`config.mk`:
```
export PLATFORM = sky130hd
export DESIGN_NAME = uart_rx_multi
export DESIGN_NICKNAME = d
export VERILOG_FILES = /design/src/rtl/uart_pkg.sv /design/src/rtl/uart_rx_sampler.sv /design/src/rtl/uart_rx_multi.sv
export SDC_FILE = /design/constraint.sdc
export NUM_CORES = 1
export LEC_CHECK = 0
export CORE_MARGIN = 4
export CORE_UTILIZATION = 53
export CTS_CLUSTER_SIZE = 25
export DETAILED_ROUTE_END_ITERATION = 7
export HOLD_SLACK_MARGIN = 0.06
export PLACE_DENSITY = 0.75
export SLEW_MARGIN = 40
export SYNTH_ARGS = -nofsm -noshare
export SYNTH_HDL_FRONTEND = slang
export SYNTH_SLANG_ARGS = --single-unit
```
`constraint.sdc`:
```
create_clock -name clk -period 4.7 [get_ports clk]
set_clock_uncertainty 0.05 [all_clocks]
set_input_delay 0.94 -clock clk [delete_from_list [all_inputs] [get_ports clk]]
set_output_delay 0.94 -clock clk [all_outputs]
set_load 0.01 [all_outputs]
```
`src/rtl/uart_pkg.sv`:
```
// Shared types and sizing helpers for the parametrised UART receiver.
package uart_pkg;

  typedef enum logic [2:0] {
    ST_IDLE,
    ST_START,
    ST_DATA,
    ST_PARITY,
    ST_STOP,
    ST_BREAK
  } state_e;

  localparam int unsigned PARITY_NONE = 0;
  localparam int unsigned PARITY_ODD  = 1;
  localparam int unsigned PARITY_EVEN = 2;

  // Bits needed to count 0..n-1.
  function automatic int unsigned cnt_width(input int unsigned n);
    return (n <= 2) ? 1 : $clog2(n);
  endfunction

endpackage

```
`src/rtl/uart_rx_sampler.sv`:
```
// rx synchroniser plus three-point majority vote around the middle of each bit.
module uart_rx_sampler
  import uart_pkg::*;
#(
  parameter int unsigned OVERSAMPLE = 16,
  parameter int unsigned CNT_W      = cnt_width(OVERSAMPLE)
) (
  input  logic             clk,
  input  logic             rst,
  input  logic             tick,
  input  logic             rx,
  input  logic [CNT_W-1:0] cnt,
  output logic             rxs,
  output logic             bit_val,
  output logic             bit_strobe
);

  localparam int unsigned      M      = OVERSAMPLE / 2;
  localparam logic [CNT_W-1:0] CNT_S0 = CNT_W'(M - 1);
  localparam logic [CNT_W-1:0] CNT_S1 = CNT_W'(M);
  localparam logic [CNT_W-1:0] CNT_S2 = CNT_W'(M + 1);

  logic sync1_q, sync1_d;
  logic sync2_q, sync2_d;
  logic s0_q, s0_d;
  logic s1_q, s1_d;

  always_comb begin
    sync1_d = rx;
    sync2_d = sync1_q;
    s0_d    = s0_q;
    s1_d    = s1_q;
    if (tick && (cnt == CNT_S0)) s0_d = sync2_q;
    if (tick && (cnt == CNT_S1)) s1_d = sync2_q;
  end

  always_ff @(posedge clk) begin
    if (rst) begin
      sync1_q <= 1'b1;
      sync2_q <= 1'b1;
      s0_q    <= 1'b1;
      s1_q    <= 1'b1;
    end else begin
      sync1_q <= sync1_d;
      sync2_q <= sync2_d;
      s0_q    <= s0_d;
      s1_q    <= s1_d;
    end
  end

  // Third sample is the live synchronised value on the deciding tick.
  assign rxs        = sync2_q;
  assign bit_strobe = tick && (cnt == CNT_S2);
  assign bit_val    = (s0_q & s1_q) | (s0_q & sync2_q) | (s1_q & sync2_q);

endmodule

```
`src/rtl/uart_rx_multi.sv`:
```
// UART receiver: tick-driven oversampling FSM, parity/framing checks and a
// one-entry valid/ready holding register with overrun reporting.
module uart_rx_multi
  import uart_pkg::*;
#(
  parameter int unsigned DATA_BITS  = 8,
  parameter int unsigned OVERSAMPLE = 16,
  parameter int unsigned PARITY     = 0,
  parameter int unsigned STOP_BITS  = 1
) (
  input  logic                 clk,
  input  logic                 rst,
  input  logic                 tick,
  input  logic                 rx,
  output logic [DATA_BITS-1:0] data,
  output logic                 valid,
  input  logic                 ready,
  output logic                 parity_err,
  output logic                 frame_err,
  output logic                 overrun,
  output logic                 busy
);

  localparam int unsigned      CNT_W     = cnt_width(OVERSAMPLE);
  localparam int unsigned      IDX_W     = cnt_width(DATA_BITS);
  localparam logic [CNT_W-1:0] CNT_MAX   = CNT_W'(OVERSAMPLE - 1);
  localparam logic [IDX_W-1:0] IDX_LAST  = IDX_W'(DATA_BITS - 1);
  localparam logic             STOP_LAST = 1'(STOP_BITS - 1);
  localparam logic             PAR_ODD   = (PARITY == PARITY_ODD);

  state_e               state_q, state_d;
  logic [CNT_W-1:0]     cnt_q, cnt_d;
  logic [DATA_BITS-1:0] shift_q, shift_d;
  logic [IDX_W-1:0]     idx_q, idx_d;
  logic                 stop_q, stop_d;
  logic                 perr_q, perr_d;
  logic                 ferr_q, ferr_d;
  logic                 done_c;

  logic [DATA_BITS-1:0] data_q, data_d;
  logic                 valid_q, valid_d;
  logic                 parity_err_q, parity_err_d;
  logic                 frame_err_q, frame_err_d;
  logic                 overrun_q, overrun_d;
  logic                 busy_q, busy_d;
  logic                 pop_c;

  logic rxs, bit_val, bit_strobe;

  uart_rx_sampler #(
    .OVERSAMPLE (OVERSAMPLE),
    .CNT_W      (CNT_W)
  ) u_sampler (
    .clk        (clk),
    .rst        (rst),
    .tick       (tick),
    .rx         (rx),
    .cnt        (cnt_q),
    .rxs        (rxs),
    .bit_val    (bit_val),
    .bit_strobe (bit_strobe)
  );

  // Frame FSM; everything advances on tick only.
  always_comb begin
    state_d = state_q;
    cnt_d   = cnt_q;
    shift_d = shift_q;
    idx_d   = idx_q;
    stop_d  = stop_q;
    perr_d  = perr_q;
    ferr_d  = ferr_q;
    done_c  = 1'b0;
    if (tick) begin
      cnt_d = (cnt_q == CNT_MAX) ? '0 : cnt_q + 1'b1;
      unique case (state_q)
        ST_IDLE: begin
          cnt_d = '0;
          if (!rxs) begin
            state_d = ST_START;
            stop_d  = 1'b0;
            perr_d  = 1'b0;
            ferr_d  = 1'b0;
          end
        end
        ST_START: begin
          if (bit_strobe) begin
            if (bit_val) begin
              state_d = ST_IDLE;
              cnt_d   = '0;
            end else begin
              state_d = ST_DATA;
              idx_d   = '0;
            end
          end
        end
        ST_DATA: begin
          if (bit_strobe) begin
            shift_d = {bit_val, shift_q[DATA_BITS-1:1]};
            idx_d   = idx_q + 1'b1;
            if (idx_q == IDX_LAST) state_d = (PARITY != PARITY_NONE) ? ST_PARITY : ST_STOP;
          end
        end
        ST_PARITY: begin
          if (bit_strobe) begin
            perr_d  = ((^shift_q) ^ bit_val) != PAR_ODD;
            state_d = ST_STOP;
          end
        end
        ST_STOP: begin
          if (bit_strobe) begin
            ferr_d = ferr_q | ~bit_val;
            stop_d = stop_q + 1'b1;
            // Leave at mid-stop so a back-to-back start edge is not missed.
            if (stop_q == STOP_LAST) begin
              done_c  = 1'b1;
              cnt_d   = '0;
              state_d = (ferr_d && (shift_q == '0)) ? ST_BREAK : ST_IDLE;
            end
          end
        end
        ST_BREAK: begin
          cnt_d = '0;
          if (rxs) state_d = ST_IDLE;
        end
        default: state_d = ST_IDLE;
      endcase
    end
  end

  // Holding register: load when empty or popped this clk, otherwise flag overrun.
  always_comb begin
    data_d       = data_q;
    valid_d      = valid_q;
    parity_err_d = parity_err_q;
    frame_err_d  = frame_err_q;
    overrun_d    = 1'b0;
    pop_c        = valid_q && ready;
    busy_d       = (state_d != ST_IDLE);
    if (pop_c) valid_d = 1'b0;
    if (done_c) begin
      if (!valid_q || pop_c) begin
        data_d       = shift_q;
        parity_err_d = perr_q;
        frame_err_d  = ferr_d;
        valid_d      = 1'b1;
      end else begin
        overrun_d = 1'b1;
      end
    end
  end

  always_ff @(posedge clk) begin
    if (rst) begin
      state_q      <= ST_IDLE;
      cnt_q        <= '0;
      shift_q      <= '0;
      idx_q        <= '0;
      stop_q       <= 1'b0;
      perr_q       <= 1'b0;
      ferr_q       <= 1'b0;
      data_q       <= '0;
      valid_q      <= 1'b0;
      parity_err_q <= 1'b0;
      frame_err_q  <= 1'b0;
      overrun_q    <= 1'b0;
      busy_q       <= 1'b0;
    end else begin
      state_q      <= state_d;
      cnt_q        <= cnt_d;
      shift_q      <= shift_d;
      idx_q        <= idx_d;
      stop_q       <= stop_d;
      perr_q       <= perr_d;
      ferr_q       <= ferr_d;
      data_q       <= data_d;
      valid_q      <= valid_d;
      parity_err_q <= parity_err_d;
      frame_err_q  <= frame_err_d;
      overrun_q    <= overrun_d;
      busy_q       <= busy_d;
    end
  end

  assign data       = data_q;
  assign valid      = valid_q;
  assign parity_err = parity_err_q;
  assign frame_err  = frame_err_q;
  assign overrun    = overrun_q;
  assign busy       = busy_q;

endmodule

```
Yosys cells after proc, flatten, opt, wreduce, memory -nomap -nowiden
Cells that the tools add are included.
Word-level totals
  bits of input ports: 5
  bits in registers: 38
  logic and storage cells: 105
  output and inout bits: 13
Cells by class
  bitwise gates (word level): 9
  equality and inequality tests: 16
  multiplexer cells: 39
  reductions and logical operators: 21
  add/sub/neg operators: 3
Operators with widths (number)
  3-bit two-way mux: 13
  4-bit two-way mux: 5
  3-bit case mux with 6 select lines: 1
  1-bit two-way mux: 14
  4-bit == test (second input constant): 3
  2-bit != test (second input constant): 6
  4-bit case mux with 3 select lines: 1
  3-bit == test (second input constant): 3
  8-bit zero test: 1
  4-bit AND reduction: 2
  8-bit XOR reduction: 1
  3-bit by 2-bit == test with 1-bit output (second input constant): 2
  1-bit case mux with 2 select lines: 3
  3-bit case mux with 2 select lines: 1
  2-bit nonzero test: 3
  1-bit logical AND: 5
  5-bit AND reduction: 1
  4-bit by 1-bit adder with 4-bit output (second input constant): 1
  4-bit by 3-bit == test with 1-bit output (second input constant): 1
  2-bit OR reduction: 2
  3-bit by 1-bit adder with 3-bit output (second input constant): 1
  1-bit AND: 3
  3-bit by 1-bit == test with 1-bit output (second input constant): 1
  3-bit zero test: 1
  10 further kinds: 13

Depth between registers and ports, before layout
Gate-level depths: netlist (run 1).
  depth in word-level cells: 12
  mapped depth: 7
  depth with buffers taken out: 6

By module
A second synthesis (run 1) with hierarchy kept.
Unflattened totals
  cell total of the unflattened synthesis: 201
  area, all modules: 1855.5 um2
By module, submodules not included
  uart_rx_multi: area an instance 1679.1 um2, sequential area each 680.7 um2, cells an instance 184, times used 1
  uart_rx_sampler: area an instance 176.4 um2, sequential area each 80.1 um2, cells an instance 17, times used 1

Least setup slack after synthesis (run 1)
OpenSTA, ideal clock, no wires.
  path kind: input to register
  start point: input port tick
  end point: register busy_q, in the netlist busy
  data required time: 4.518 ns
  path slack: 2.492 ns
  stages: 6
  path buffers: 2
  setup time: 0.132 ns
  data arrival time: 2.027 ns
  cells stage by stage: buf_2 -> and4b_1 -> buf_2 -> o2111a_1 -> nor4_2 -> o211ai_1
On the way
  longest elaborated chain between the ends: 5
  elaborated cells between the ends (all ways): 8
  classes of those cells: mux (6); reduce/logical (2)
RTL lines
  from (decl): line uart_rx_multi.sv:13  | input logic tick,
  1-bit logical AND: line uart_rx_sampler.sv:53  | assign bit_strobe = tick && (cnt == CNT_S2);
  3-bit two-way mux (on tied branches)
  3-bit case mux with 6 select lines: line uart_rx_multi.sv:76  | unique case (state_q)
  3-bit two-way mux (*): line uart_rx_multi.sv:74  | if (tick) begin
  3-bit nonzero test (*): line uart_rx_multi.sv:139  | busy_d = (state_d != ST_IDLE);
  to (signal assigned): line uart_rx_multi.sv:181  | busy_q <= busy_d;
  to (decl): line uart_rx_multi.sv:45  | logic busy_q, busy_d;
Every way passes the cells marked *; elsewhere a longest branch is shown, timed or not.
A chain may end at the register's enable or synchronous reset.

Worst setup path after layout (run 1)
  start point: input port tick
  end point: register perr_q
On the way
  longest elaborated chain between the ends: 3
RTL lines
  1-bit logical AND: line uart_rx_sampler.sv:53
  2-bit != test (no source line)
  4-bit AND reduction (no source line) (*)
  to (signal assigned): line uart_rx_multi.sv:174  | perr_q <= perr_d;
  to (decl): line uart_rx_multi.sv:36  | logic perr_q, perr_d;
Marked as above.

==> summary.txt, run 1 <==
Placement
  • DPL Wire Length: 2.69 mm
  • GP Congestion: 0.805
  • # port buffers: 17
  • Post-DP Area: between 2000 and 2500 um2

Min path
  • Hold WC Path Type: register to register
  • Hold Startpoint: u_sampler.sync1_q
  • Hold worst-path end: u_sampler.rxs
  • Hold path depth: 1

Yosys
  • EDFF count, synth: 0
  • Avg Cell Area, Syn: slightly above 9 um2
  • Adder-Cell Fraction of Synth Area: under 10%
  • Post-synthesis mux area share: under 10%
  • Post-synth cell types: 47
  • Area share of and/or/nand/nor cells after synthesis: 22.0%
  • Yosys Warn Count: 0
  • Mapped Area: approximately 1900 um2
  • Largest family of logic cells by synthesized area: simple AND/OR/NAND/NOR gates
  • Post-Syn Instances: 206
  • Sequential share of the synthesized area: 40.1%
  • Seq cells post-synth: 38
  • Synth Net Count: 220
  • Post-synth ARST share: 0%
  • Post-synthesis compound-gate area fraction: ~14%
  • Top FF cell, synth: dfxtp_1
  • Post-synthesis xor/xnor area fraction: about 1.4%

Timing
  • # setup viols final: 0
  • Post-route clock period utilization: 60.6%
  • Final hold vios: 0
  • FMAX: ~0.35 GHz
  • Worst slew margin relative to its limit: slightly below 60%
  • Min Clock Period, post-route: ~2.8 ns
  • Final Max Tran Viols: 0
  • Slew at the pin closest to its max-slew limit: approximately 0.63 ns
  • RSZ-0062 raised after global routing: no
  • Total negative slack: 0 ns

Critical path
  • Critical path's slowest cell: clkdlybuf4s50_1
  • Worst endpoint required time: just under 5 ns
  • Critical Path AT: about 3.1 ns
  • Worst r2r path cells: 5
  • R2r endpoint: data[3]
  • Worst-path cell chain: clkdlybuf4s50_1, and4b_1, nand4_1, or3_1, a31oi_1
  • CP Capture Type: register
  • Crit Path Category: primary input to register
  • Max incr delay on CP: about 0.87 ns
  • Reg2reg setup slack: approximately 2.6 ns
  • Reg-to-Reg Start: state_q[2]
  • CP Launch Type: primary input
  • Max Fanout on Critical Path: 19

Clock network
  • CTS clk-pin slew, worst paths: approximately 0.12 ns
  • CTS buffer count: 5
  • Clock buffer depth: 2
  • H-tree lvl count: 2
  • Post-cts resize count: 0
  • Setup Buffers After CTS: 0
  • Root Buffer: clkbuf_4
  • Clock sinks: 38
  • CTS tree: built
  • Clk_lat worst skew: around 0.34 ns
  • Hold-fix buffers at CTS: 0

Global route
  • GR met3 Demand/Resource: between 4 and 5%
  • Routing usage on met1: about a fifth
  • GR Util All Layers: 18.2%
  • Grt total ovfl: 0
  • GR Util met2: between 30 and 40%
  • Busiest grt layer: met2
  • Initial antenna violation count: 0
  • First-pass GRT wire length: 6.23 mm
  • Vias in the first global route: around 1.5k
  • Largest net degree at the start of global routing: 35

Flow run
  • Max Cap Viol: 0

Floorplan
  • Top-level I/O count: 18
  • # rows: 21
  • DIE AREA: between 4000 and 5000 um2
  • Chip Width: between 60 and 70 um
  • Initial Util: 56.0%
  • Core box area: ~3400 um2
  • Die H: slightly below 70 um

Layout
  • Commonest non-fill, non-tap cells in the layout: dfxtp_1, nor2_1, inv_1, mux2i_1, clkdlybuf4s50_1
  • Final net count: ~230
  • Share of cells above drive strength 1: slightly above 8%
  • Layout area overhead: 12.0%
  • Final Cell Area: 2120 um2
  • Commonest non-fill, non-tap cell in the layout: dfxtp_1
  • Antenna diode count: 0
  • Fill cells: around 300

Route
  • Routed length per instance: between 10 and 15 um
  • Routed Antenna Nets: 0
  • Drt first pass iters: 4
  • Starting DRC count in detailed routing: 192
  • Post-Route WL: approximately 3.7 mm
  • DR DRC count: 0
  • Number of vias per cell: approximately 5.7
  • Routed via count: roughly 1.5k

Outcome
  • Status: complete, no violations

Power
  • Leakage dissipation: around 0.00086 uW
  • Pwr dens: 242 nW/um2
  • VDD IR max: around 0.00018 V
area by class of cell:
cell class              count  area [um2]  share of cell area, %
repair buffers             18         173                   8.13
clock inverters             3        21.3                   1.00
well taps                  46        57.6                   2.71
flip-flops and latches     38         761                   35.8
multi-input cells         139        1010                   47.6
clock buffers               5        37.5                   1.77
inverters                  17        63.8                   3.00
cells by family (layout without fill, tap and decap cells):
| kind of cell | count (synthesis) | count (layout) |
|---|---|---|
| compound gates | 38 | 38 |
| xor+xnor | 3 | 3 |
| fa+ha+maj | 10 | 10 |
| buf+inv | 29 | 43 |
| flops | 38 | 38 |
| mux | 18 | 18 |
| simple gates | 70 | 70 |
registers in the layout (all words and copies together) (netlist names), 3 cells and up:
register / cells
cnt_q: 4
idx_q: 3
shift_q: 8
data: 8
state_q: 3
through the flow:
step / util (%) / hold WS, ns / cells / worst slack (ns) / total power [uW]
finish: 62.7 / 0.381 / 266 / 1.85 / 514
global route: 62.7 / 0.419 / 266 / 1.77 / 540
CTS: 62.5 / 0.387 / 265 / 1.74 / 523
detailed placement: 60.7 / 0.355 / 257 / 1.37 / 351
global placement: 60.9 / 0.344 / 257 / 1.45 / 351
floorplan: - / 0.339 / 206 / 2.49 / 345
where the power goes:
group / switching (uW) / internal, uW
Combinational: 11.2 / 7.34
Sequential: 1.95 / 323
Clock: 112 / 58.2
Total: 125 / 389
critical path: cells and delay by family:
family          cells  cell delay (ns)
compound gates      1             0.15
simple gates        3             1.10
buf+inv             1             0.87
Yosys cell counts (4+ instances only):
cell	count	share of area, %
a21oi_1	9	2.4
clkbuf_1	6	1.2
ha_1	9	5.9
inv_1	17	3.4
nor2_1	23	4.6
and3_1	4	1.3
nand2b_1	9	3.0
nand2_1	7	1.4
mux2i_1	17	9.0
buf_2	4	1.1
dfxtp_1	38	40
o21ai_0	5	1.3
worst max path at each step:
stage | cells past startpoint | end | slack [ns] | from
2_1_floorplan | 6 | busy | 2.49 | tick
3_3_place_gp | 5 | parity_err | 1.45 | tick
3_5_place_dp | 5 | data[1] | 1.37 | tick
4_1_cts | 5 | data[1] | 1.74 | tick
5_1_grt | 6 | data[3] | 1.77 | tick
6_report | 5 | perr_q | 1.85 | tick
routing by layer:
| metal | share of wire (%) | up-vias |
|---|---|---|
| li1 | - | 754 |
| met1 | 42 | 713 |
| met2 | 52 | 32 |
| met3 | 3.6 | 8 |
| met4 | 1.7 | 0 |
| met5 | 0 | - |
Power figures use the tool's default switching activity.
==> run 2: changes to the inputs <==
==> constraint.sdc (replaced) <==
create_clock -name clk -period 2.94 [get_ports clk]
set_clock_uncertainty 0.05 [all_clocks]
set_input_delay 0.588 -clock clk [delete_from_list [all_inputs] [get_ports clk]]
set_output_delay 0.588 -clock clk [all_outputs]
set_load 0.01 [all_outputs]
==> run 2 against run 1 <==
  * Via count fell by 0.40%
  * Count of clock-buffer cells in the layout is 2 higher
  * Power rose by 63%
  * Cell count rose by 0.75%
  * Routed wire length is 6.7% higher
  * Critical path type unchanged
  * Largest cell class unchanged
==> summary.txt, run 2 (synthesis gave the netlist of run 1 again) <==
Outcome
  • Status: complete, no violations

Critical path
  • Critical Path AT: about 2.3 ns
  • Critical path's slowest cell: clkdlybuf4s50_1
  • CP Launch Type: primary input
  • Max incr delay on CP: 0.54 ns
  • CP Capture Type: register
  • Crit Path Category: primary input to register
  • Worst-path cell chain: clkdlybuf4s50_1, and4b_1, nand4_1, or3_1, a31oi_1
  • CP Buf/Inv Count: 1
  • Reg-to-Reg Start: state_q[2]
  • Worst endpoint required time: around 3.2 ns
  • Max Fanout on Critical Path: 11
  • Reg2reg setup slack: roughly 0.93 ns
  • Worst r2r path cells: 5
  • Worst path top cell family by delay: simple AND/OR/NAND/NOR gates
  • R2r endpoint: data[0]

Floorplan
  • Chip Width: 67.8 um
  • # rows: 21
  • Top-level I/O count: 18
  • DIE AREA: around 4600 um2
  • Initial Util: 56.0%
  • Core box area: 3390 um2
  • Die H: just under 70 um

Global route
  • Grt total ovfl: 0
  • Vias in the first global route: 1448
  • Largest net degree at the start of global routing: 23
  • First-pass GRT wire length: 6.51 mm
  • GR Util All Layers: 19.0%
  • Initial antenna violation count: 0

Layout
  • Fill cells: about 290
  • Layout area overhead: 13.1%
  • Commonest non-fill, non-tap cells in the layout: dfxtp_1, nor2_1, inv_1, mux2i_1, clkdlybuf4s50_1
  • Final net count: 235
  • Antenna diode count: 0
  • Fin cells: approximately 270
  • Final Util: between 60 and 70%
  • Share of cells above drive strength 1: just over 8%
  • Commonest non-fill, non-tap cell in the layout: dfxtp_1

Clock network
  • CTS tree: built
  • Root Buffer: clkbuf_4
  • Setup Buffers After CTS: 0
  • CTS buffer count: 5
  • Hold-fix buffers at CTS: 0
  • CTS clk-pin slew, worst paths: roughly 0.12 ns
  • H-tree lvl count: 2
  • Post-cts resize count: 0
  • Clock buffer depth: 2
  • Clk_lat worst skew: 0.35 ns
  • Clock sinks: 38

Min path
  • Hold worst-path end: u_sampler.rxs
  • Hold Startpoint: u_sampler.sync1_q
  • Hold path depth: 1
  • Hold WC Path Type: register to register

Timing
  • Final hold vios: 0
  • Post-route clock period utilization: 69.7%
  • Hold_ws: around 0.37 ns
  • Worst slew margin relative to its limit: 64.4%
  • # setup viols final: 0
  • RSZ-0062 raised after global routing: no
  • Final Max Tran Viols: 0
  • FMAX: 0.488 GHz
  • Slew at the pin closest to its max-slew limit: approximately 0.53 ns
  • Min Clock Period, post-route: 2.05 ns
  • Total negative slack: 0 ns

Route
  • Routed Antenna Nets: 0
  • Routed via count: about 1.5k
  • Post-Route WL: 3.89 mm
  • Number of vias per cell: 5.60
  • Starting DRC count in detailed routing: 120
  • Routed length per instance: ~15 um
  • Drt first pass iters: 4
  • DR DRC count: 0

Placement
  • # port buffers: 17
  • Placed Instances: 260
  • DPL Wire Length: 2.80 mm
  • GP Congestion: ~0.9

Power
  • Switching Share: 23.0%
  • Comb pwr share: approximately 3.9%
  • Sw Pwr: 193 uW
  • Pwr dens: 391 nW/um2
  • Leakage dissipation: between 0.0008 and 0.0009 uW
  • Clock power share: between 30% and 40%
  • VDD IR max: 0.000303 V
  • Internal power: between 600 and 700 uW
  • Register share of total power: approximately 62%

Flow run
  • Max Cap Viol: 0
==> run 2: cell count changes in the layout (fill, tap and decap cells not counted), sizes merged <==
cell	change
clkbuf	+2
buf	+1
clkdlybuf4s50	+1
clkinv	-1
clkinvlp	-1
==> run 2: how the worst max path moves through the flow <==
stage | startpoint | to | slack, ns | cells after the start
after CTS | tick | idx_q[0] | 0.90 | 5
after global placement | tick | perr_q | 0.58 | 5
after floorplan | tick | busy | 1.08 | 6
after global routing | state_q[2] | data[7] | 0.81 | 5
final | tick | perr_q | 0.89 | 5
after detailed placement | tick | perr_q | 0.53 | 5
==> run 2: final cells by class <==
class / count / area, um2 / share of cell area [%]
sequential: 38 / 761 / 35.5
inverter: 17 / 63.8 / 2.97
multi-input combinational: 139 / 1010 / 47.1
clock buffer: 7 / 55.1 / 2.57
timing repair buffer: 20 / 193 / 8.98
tap: 46 / 57.6 / 2.68
clock inverter: 1 / 5.00 / 0.233
==> run 2: per-layer routing <==
metal  up-vias  GRT usage (%)  wire length (um)
met2        42           30.9              1970
li1        755              -                 -
met3         4           4.11               152
met1       700           23.8              1730
met5         -              0                 0
met4         0           9.18                41
==> run 2: power by group through the flow <==
stage          logic, uW  registers, uW  clock network [uW]
2_1_floorplan       20.8            530                   0
3_3_place_gp        32.2            532                   0
3_5_place_dp        33.0            532                   0
4_1_cts             33.0            520                 293
5_1_grt             36.2            521                 315
6_report            32.8            520                 287
==> run 2: worst reg2reg max path: cells and delay by family (launching register included) <==
family / cells / cell delay, ns
and+or+nand+nor: 3 / 0.75
DFF: 1 / 0.62
buffers and inverters: 1 / 0.26
muxes: 1 / 0.22
==> run 2: metrics by stage <==
step                      total power, uW  cell area [um2]  setup slack, ns
after global placement                564             2090            0.580
final                                 840             2150            0.892
after global routing                  872             2150            0.806
after detailed placement              565             2090            0.529
after CTS                             846             2150            0.901
after floorplan                       551             1900             1.08
==> run 3: changes to the inputs <==
--- a/config.mk
+++ b/config.mk
@@ -6,7 +6,7 @@
 export NUM_CORES = 1
 export LEC_CHECK = 0
 export CORE_MARGIN = 4
-export CORE_UTILIZATION = 53
+export CORE_UTILIZATION = 51
 export CTS_CLUSTER_SIZE = 25
 export DETAILED_ROUTE_END_ITERATION = 7
 export HOLD_SLACK_MARGIN = 0.06
==> constraint.sdc (replaced) <==
create_clock -name clk -period 1.8 [get_ports clk]
set_clock_uncertainty 0.05 [all_clocks]
set_input_delay 0.36 -clock clk [delete_from_list [all_inputs] [get_ports clk]]
set_output_delay 0.36 -clock clk [all_outputs]
set_load 0.01 [all_outputs]
==> run 3 against run 2 <==
  * Final area is 7.6% higher
  * Power is 77% higher
  * Largest cell class unchanged
  * Sequential power is 63% higher
==> summary.txt, run 3 (synthesis gave the netlist of run 1 again) <==
Timing
  • Setup WS post-layout: 0.0955 ns
  • Worst slew margin relative to its limit: 75.1%
  • Final hold vios: 0
  • Hold_ws: 0.358 ns
  • FMAX: between 0.5 and 0.6 GHz
  • # setup viols final: 0
  • Slew at the pin closest to its max-slew limit: between 0.3 and 0.4 ns
  • RSZ-0062 raised after global routing: no
  • Min Clock Period, post-route: 1.70 ns
  • Total negative slack: 0 ns
  • Post-route clock period utilization: roughly 95%
  • Final Max Tran Viols: 0

Floorplan
  • Chip Width: 69.0 um
  • DIE AREA: 4760 um2
  • Top-level I/O count: 18
  • Core box area: around 3500 um2
  • Initial Util: between 50% and 60%
  • # rows: 21
  • Die H: 69.0 um

Critical path
  • Worst-path cell chain: inv_4, ha_4, and4b_2, buf_6, buf_4, and3_1, o21ai_0, a21oi_1
  • R2r endpoint: stop_q
  • CP Launch Type: register
  • Reg-to-Reg Start: cnt_q[1]
  • Worst r2r path cells: 8
  • Worst endpoint required time: 1.92 ns
  • Critical Path AT: 1.83 ns
  • Max incr delay on CP: approximately 0.38 ns
  • Reg2reg setup slack: 0.1 ns
  • CP Capture Type: register
  • Critical path's slowest cell: dfxtp_4
  • Crit Path Category: register to register
  • Max Fanout on Critical Path: 5
  • CP Buf/Inv Count: 3
  • Worst path top cell family by delay: simple AND/OR/NAND/NOR gates

Placement
  • GP Congestion: ~0.85
  • # port buffers: 17
  • Pre-CTS setup slack: -0.341 ns
  • DPL Wire Length: slightly above 3 mm
  • Post-DP Area: roughly 2200 um2

Route
  • Drt first pass iters: 4
  • Routed length per instance: 15.0 um
  • Starting DRC count in detailed routing: slightly above 90
  • Routed via count: 1582
  • Routed Antenna Nets: 0
  • Number of vias per cell: ~5.7
  • DR DRC count: 0
  • Post-Route WL: around 4.2 mm

Clock network
  • Clock buffer depth: 2
  • H-tree lvl count: 2
  • CTS buffer count: 5
  • Clock sinks: 38
  • Root Buffer: clkbuf_8
  • CTS tree: built
  • Hold-fix buffers at CTS: 0
  • Clk_lat worst skew: 0.29 ns
  • CTS clk-pin slew, worst paths: 0.08 ns

Min path
  • Hold path depth: 1
  • Hold WC Path Type: register to register
  • Hold worst-path end: u_sampler.rxs
  • Hold Startpoint: u_sampler.sync1_q

Layout
  • Footprint of the multi-input gates: 1020 um2
  • Fill cells: 300
  • Final net count: approximately 250
  • Commonest non-fill, non-tap cell in the layout: dfxtp_1
  • Share of cells above drive strength 1: roughly 15%
  • Final Util: 66.6%
  • Layout area overhead: 21.7%
  • Total area of sequential cells: 764 um2
  • Commonest non-fill, non-tap cells in the layout: dfxtp_1, nor2_1, mux2i_1
  • Antenna diode count: 0
  • Final Cell Area: approximately 2300 um2

Global route
  • First-pass GRT wire length: between 6 and 7 mm
  • Grt total ovfl: 0
  • Largest net degree at the start of global routing: 23
  • GR Util All Layers: a little under 20%
  • Vias in the first global route: 1595
  • Initial antenna violation count: 0

Power
  • Leakage dissipation: 0.000962 uW
  • Pwr dens: roughly 640 nW/um2
  • VDD IR max: 0.000402 V

Flow run
  • Max Cap Viol: 0

Outcome
  • Status: complete, no violations
==> run 3: cell count changes in the layout (fill, tap and decap cells not counted), sizes merged <==
cell           change
clkinv             -1
dlygate4sd2        +1
clkbuf             -1
buf               +14
clkdlybuf4s50      -1
==> run 3: how the worst max path moves through the flow <==
stage,startpoint,to,slack [ns],depth (start not counted)
2_1_floorplan,cnt_q[1],busy,0.1,7
3_3_place_gp,tick,busy,-0.32,6
3_5_place_dp,tick,busy,-0.34,6
4_1_cts,cnt_q[1],busy,0.01,7
5_1_grt,cnt_q[1],busy,0.01,6
6_report,cnt_q[1],stop_q,0.1,8
==> run 3: layer usage <==
| layer | wire (um) | track usage (%) | vias to the layer above |
|---|---|---|---|
| met3 | 159 | 4.21 | 12 |
| met4 | 97 | 11.2 | 0 |
| met1 | 1800 | 22.2 | 744 |
| met5 | 0 | 0 | - |
| li1 | - | - | 781 |
| met2 | 2140 | 34.8 | 45 |
==> run 3: area by class of cell <==
| class | instances | area share [%] |
|---|---|---|
| sequential | 38 | 33.1 |
| clock buffer | 6 | 3.58 |
| timing repair buffer | 34 | 13.6 |
| tap | 46 | 2.49 |
| multi-input combinational | 139 | 44.4 |
| inverter | 17 | 2.87 |
==> run 3: what timing repair did <==
action / in CTS / in global routing
gates resized for setup: 3 / 6
hold endpoints to repair: 0 / 0
buffers inserted: 0 / 2
pin swaps: 1 / 2
endpoints found under the setup margin: 2 / 19
==> run 3: metrics by stage <==
step,std cells,total power (uW)
after floorplan,206,900
after CTS,278,1500
after detailed placement,272,928
after global placement,272,926
final,280,1490
after global routing,280,1540
==> run 3: power breakdown <==
part	internal (uW)	leakage (uW)	total [uW]	switching [uW]
Combinational	27.7	0.000611	62.8	35.1
Clock	295	0.0000431	578	283
Sequential	843	0.000307	845	2.05
Total	1170	0.000962	1490	320
